### src/rtl/coprocessor0_params.sv
// Coprocessor0 interface formats and exception code constants.
package coprocessor0_params;

    localparam int CP0_DATA_WIDTH = 32;

    // ExcCode values as written into Cause.ExcCode.
    localparam logic [4:0] EXC_INTERRUPT      = 5'd0;
    localparam logic [4:0] EXC_ADDRESS_LOAD   = 5'd4;
    localparam logic [4:0] EXC_ADDRESS_STORE  = 5'd5;
    localparam logic [4:0] EXC_SYSCALL        = 5'd8;
    localparam logic [4:0] EXC_BREAKPOINT     = 5'd9;
    localparam logic [4:0] EXC_RESERVED_INSTR = 5'd10;
    localparam logic [4:0] EXC_OVERFLOW       = 5'd12;

    // Commit information presented by writeback to coprocessor0.
    typedef struct packed {
        logic                      write_enabled;
        logic [4:0]                address_register;
        logic [2:0]                address_select;
        logic [CP0_DATA_WIDTH-1:0] write_data;
        logic                      exception_valid;
        logic [4:0]                exception_code;
        logic                      in_delay_slot;
        logic [CP0_DATA_WIDTH-1:0] exception_pc;
        logic                      eret_flush;
    } WBToCP0Data;

    // EPC for a faulting instruction: branch address when it sits in a delay slot.
    function automatic logic [CP0_DATA_WIDTH-1:0] exception_epc(
        input logic [CP0_DATA_WIDTH-1:0] pc,
        input logic                      in_delay_slot
    );
        return in_delay_slot ? (pc - CP0_DATA_WIDTH'(4)) : pc;
    endfunction

endpackage

### src/rtl/cpu_core_params.sv
// Core-wide datapath constants and the inter-stage bus formats used around
// the writeback stage.
package cpu_core_params;

    localparam int CPU_DATA_WIDTH = 32;
    localparam int REG_ADDR_WIDTH = 5;

    typedef logic [CPU_DATA_WIDTH-1:0] CpuData;
    typedef logic [REG_ADDR_WIDTH-1:0] RegAddr;

    // Instruction retiring out of the memory stage.
    typedef struct packed {
        CpuData     pc;
        RegAddr     dest;
        CpuData     result;
        logic       reg_write;
        logic       mtc0;
        logic       mfc0;
        logic       eret;
        logic       exception_valid;
        logic [4:0] exception_code;
        logic       in_delay_slot;
        logic [4:0] cp0_register;
        logic [2:0] cp0_select;
    } MemToWBData;

    // Bypass/interlock information for the decode stage.
    typedef struct packed {
        logic   valid;
        RegAddr dest;
        CpuData data;
    } WBForwardData;

endpackage

### src/rtl/writeback_stage.sv
// Writeback stage: holds the retiring instruction, commits the GPR write,
// drives the coprocessor0 commit bus and raises a flush on exception/ERET.
module writeback_stage
    import cpu_core_params::MemToWBData;
    import cpu_core_params::WBForwardData;
    import coprocessor0_params::WBToCP0Data;
    import coprocessor0_params::exception_epc;
#(
    parameter int                        CPU_DATA_WIDTH  = 32,
    parameter int                        REG_ADDR_WIDTH  = 5,
    parameter logic [CPU_DATA_WIDTH-1:0] EXCEPTION_ENTRY = 32'hBFC00380
) (
    input  logic                      clock,
    input  logic                      reset,
    input  logic                      mem_to_wb_valid,
    input  MemToWBData                mem_to_wb_bus,
    output logic                      wb_allow_in,
    input  logic [CPU_DATA_WIDTH-1:0] cp0_read_data,
    output WBToCP0Data                wb_to_cp0_data_bus,
    input  logic [CPU_DATA_WIDTH-1:0] cp0_epc,
    output logic                      rf_write_enable,
    output logic [REG_ADDR_WIDTH-1:0] rf_write_address,
    output logic [CPU_DATA_WIDTH-1:0] rf_write_data,
    output WBForwardData              wb_forward_bus,
    output logic                      flush,
    output logic [CPU_DATA_WIDTH-1:0] flush_target
);

    logic       wb_valid;
    logic       wb_ready_go;
    MemToWBData wb_data;
    logic       commit_exception;
    logic       commit_eret;

    // Writeback always completes in one cycle, so the stage never stalls.
    assign wb_ready_go = 1'b1;
    assign wb_allow_in = !wb_valid || wb_ready_go;

    // Pipeline register; an instruction offered while we flush is younger
    // than the faulting one and must be dropped.
    always_ff @(posedge clock or negedge reset) begin
        if (!reset) begin
            wb_valid <= 1'b0;
            wb_data  <= '0;
        end else if (wb_allow_in) begin
            if (mem_to_wb_valid && !flush) begin
                wb_valid <= 1'b1;
                wb_data  <= mem_to_wb_bus;
            end else begin
                wb_valid <= 1'b0;
            end
        end
    end

    // An exception outranks everything else the same instruction asks for.
    always_comb begin
        commit_exception = wb_valid && wb_data.exception_valid;
        commit_eret      = wb_valid && wb_data.eret && !wb_data.exception_valid;
    end

    // GPR write and the matching bypass information.
    always_comb begin
        rf_write_enable  = wb_valid && wb_data.reg_write && !wb_data.exception_valid
                           && (wb_data.dest != '0);
        rf_write_address = wb_data.dest;
        rf_write_data    = wb_data.mfc0 ? cp0_read_data : wb_data.result;

        wb_forward_bus.valid = rf_write_enable;
        wb_forward_bus.dest  = rf_write_address;
        wb_forward_bus.data  = rf_write_data;
    end

    // Coprocessor0 commit bus: MTC0 write, exception record and ERET.
    always_comb begin
        wb_to_cp0_data_bus.write_enabled    = wb_valid && wb_data.mtc0 && !wb_data.exception_valid;
        wb_to_cp0_data_bus.address_register = wb_data.cp0_register;
        wb_to_cp0_data_bus.address_select   = wb_data.cp0_select;
        wb_to_cp0_data_bus.write_data       = wb_data.result;
        wb_to_cp0_data_bus.exception_valid  = commit_exception;
        wb_to_cp0_data_bus.exception_code   = wb_data.exception_code;
        wb_to_cp0_data_bus.in_delay_slot    = wb_data.in_delay_slot;
        wb_to_cp0_data_bus.exception_pc     = exception_epc(wb_data.pc, wb_data.in_delay_slot);
        wb_to_cp0_data_bus.eret_flush       = commit_eret;
    end

    // Redirect fetch to the handler on an exception, or back to EPC on ERET.
    always_comb begin
        flush        = commit_exception || commit_eret;
        flush_target = wb_data.exception_valid ? EXCEPTION_ENTRY : cp0_epc;
    end

endmodule

### config.mk
export PLATFORM = sky130hd
export DESIGN_NAME = writeback_stage
export DESIGN_NICKNAME = d
export VERILOG_FILES = /design/src/rtl/coprocessor0_params.sv /design/src/rtl/cpu_core_params.sv /design/src/rtl/writeback_stage.sv
export SDC_FILE = /design/constraint.sdc
export NUM_CORES = 1
export LEC_CHECK = 0
export BUFFER_PORTS_ARGS = -buffer_cell sky130_fd_sc_hd__buf_2
export CAP_MARGIN = 15
export CORE_AREA = 2 2 134 136
export DETAILED_ROUTE_END_ITERATION = 10
export DIE_AREA = 0 0 136 138
export PLACE_DENSITY = 0.72
export SLEW_MARGIN = 20
export SYNTH_ARGS = -nofsm -noshare
export SYNTH_HDL_FRONTEND = slang
export SYNTH_SLANG_ARGS = --single-unit
### constraint.sdc
create_clock -name clock -period 4.6 [get_ports clock]
set_input_delay 0.23 -clock clock [delete_from_list [all_inputs] [get_ports clock]]
set_output_delay 0.23 -clock clock [all_outputs]
set_load 0.02 [all_outputs]
==> metrics.yaml <==
place_congestion: 0.803
htreeDepth: 3
cts_resized: 0
finalHoldViolCount: 0
ioPinCount: 346
status: "completed"
slew_headroom_pct: 39.9
drive_above_1_share_pct: 70.5
grt_max_degree: 53
dpl.cell_count: 920
fin_util_pct: 39.2
timing.final.crit_share_pct: 65.7
vdd_drop_max_v: 0.000239
initial_core_util_pct: 30.1
ys_warn_count: 0
synth_cell_types: 36
max_freq_mhz: 331
synth.avg_cell_area_sq_um: 11.6
io_buffers: 344
core_region_area_sq_mm: 0.0175
p_leak_nw: 3.40
grt_overflow_total: 0
drv_cap: 0
slew_violations: 0
worstPathRequired_ps: 4820
cts.sinks: 89
synth_fp_nets: 610
hp-class: "in2reg"
dp_hpwl_mm: 11.5
rsz0062_at_grt: "false"
wl_met1_mm: 5.73
ys_ff_latch: 89
row_count: 49
arrival_ps: 3240
tightest_slew_ps: 902
seq_area_frac_synth_pct: 42.2
worstSkewPairLatency_ps: 340
pre_cts_ws_ps: 1510
place_area_sq_mm: 0.00655
finalSetupViolCount: 0
top_layer: "met4"
numCtsBuffers: 9
vias: 4154
grt_pass1_vias: 4221
syn_to_final_growth_pct: 30.1
start_kind: "register"
crit_type: "reg2reg"
fp.dieArea_sq_mm: 0.0188
synth_cells: 454
setup_slack_ps: 1580
fin_worst_skew_ps: 8.16
wire_per_inst_um: 15.3
hold_buffers: 1
drtAntennaViolNets: 0
power_mw: 3.30
critPathMaxFanout: 52
viasPerCell: 4.44
drtIter0Drc: 127
wl_met3_mm: 1.14
finalSetupTns_ps: 0
clockRootBuffer: "clkbuf_16"
die_w_um: 136
finalWirelength_mm: 14.3
cts_tree: "done"
fin_cells: 935
post-route-cell-area_sq_mm: 0.00687
diodes: 0
grt_first_pass_wirelength_mm: 22.0
die_h_um: 138
syn-cell-area_sq_mm: 0.00528
dr.pass1.iters: 4
post-cts-setup-buffers: 0
antenna_found_initial: 0
clockBufferDepth: 2
dr_wl_met2_mm: 7.32
holdWs_ps: 121
finalNetCount: 859
clk_pin_slew_ps: 60
grt.total_usage_pct: 15.0
period_needed_ps: 3020
drc_errors: 0
power_density_mw_per_mm2: 480
worst_setup_path_end_kind: "register"
[final cells by class]
class | count | area, sq um
Sequential cell | 89 | 2230
Clock buffer | 11 | 253
Multi-Input combinational cell | 250 | 2270
Fill cell | 1746 | 10700
Tap cell | 229 | 287
Clock inverter | 3 | 65.1
Timing Repair Buffer | 348 | 1760
Inverter | 5 | 18.8
[layout by cell type (no fill, tap or decap), types with 2 or more instances in the layout]
master | Yosys | routed
buf_2 | 9 | 343
mux2_2 | 117 | 117
dfrtp_1 | 89 | 89
nor2b_1 | 21 | 21
xor2_1 | 17 | 17
or2_2 | 12 | 12
nor4_1 | 11 | 11
xnor2_1 | 11 | 11
nor2_1 | 10 | 10
clkbuf_16 | 0 | 9
or3_1 | 7 | 7
inv_1 | 5 | 5
nor3_1 | 5 | 5
nand2_1 | 6 | 5
nand3_1 | 5 | 5
buf_4 | 94 | 4
nand4_1 | 3 | 3
and2_1 | 3 | 3
o21ai_0 | 3 | 3
or4_4 | 2 | 2
nand4b_1 | 2 | 2
clkbuf_8 | 0 | 2
bufinv_16 | 0 | 2
[cells in the mapped netlist]
master	instances	share of area (%)
nor2b_1	21	2.5
xor2_1	17	2.8
and2_1	3	0.36
or4_4	2	0.43
or4_1	1	0.14
nand4bb_4	1	0.52
mux2_2	117	25
buf_4	94	13
nor3_1	5	0.47
nor4b_1	1	0.17
nand4_1	3	0.36
nor4b_4	1	0.45
or2_1	1	0.12
conb_1	1	0.071
and3_1	1	0.12
nor2_1	10	0.71
inv_1	5	0.36
nand4b_1	2	0.33
nand3_1	5	0.47
ha_1	1	0.24
o21ai_0	3	0.28
nor4_1	11	1.3
o21ai_1	1	0.095
xnor2_1	11	1.8
o311a_1	1	0.19
dfrtp_1	89	42
or3_1	7	0.83
nand4_4	1	0.40
o31ai_1	1	0.14
and2_2	1	0.14
clkbuf_1	7	0.50
nor4_4	1	0.40
a21oi_1	1	0.095
or2_2	12	1.4
buf_2	9	0.85
nand2_1	6	0.43
[logic make-up (layout without fill, tap and decap cells)]
group	after synthesis	after routing	share of synthesized area, %
adder cells (fa/ha/maj)	1	1	0.237
AND/OR/NAND/NOR	96	96	12.1
other	1	1	0.0710
buffers and inverters	115	367	15.1
AO/OA/AOI/OAI	7	7	0.805
XOR/XNOR	28	28	4.64
flip-flops	89	89	42.2
multiplexers	117	117	24.9
[report_power, final]
group	switching, mW	leakage (nW)	internal, mW
logic	0.818	2.20	0.560
registers	0.174	1.04	0.945
clock network	0.300	0.157	0.499
total	1.29	3.40	2.00
[worst max-delay path, stage by stage (launching register included)]
cell and delay [ps]:
dfrtp_1 930, o21ai_1 370, nand2_4 470, buf_4 640
mux2_2 410
[metal layers]
layer	vias to the layer above	track usage (%)
li1	1958	-
met1	2004	17.6
met2	184	26.8
met3	8	3.81
met4	0	4.00
met5	-	0
[sequential cells by signal (all words and copies together), names as in the netlist]
name / cells
wb_to_cp0_data_bus: 46
wb_data: 37
rf_write_address: 5
wb_valid: 1
[worst paths after layout]
kind	startpoint	endpoint	cells past startpoint	slack, ps
worst max-delay path	wb_data[14]$_DFFE_PN0P_	wb_to_cp0_data_bus[78]$_DFFE_PN0P_	4	1580
worst min-delay path	mem_to_wb_bus[56]	wb_data[56]$_DFFE_PN0P_	2	120
worst max register to register	wb_data[14]$_DFFE_PN0P_	wb_to_cp0_data_bus[78]$_DFFE_PN0P_	4	1580
worst min register to register	wb_data[17]$_DFFE_PN0P_	wb_data[17]$_DFFE_PN0P_	1	500
max in group asynchronous	reset	wb_to_cp0_data_bus[71]$_DFFE_PN0P_	3	3140
min in group asynchronous	reset	wb_data[77]$_DFFE_PN0P_	2	430
Power figures use the tool's default switching activity.
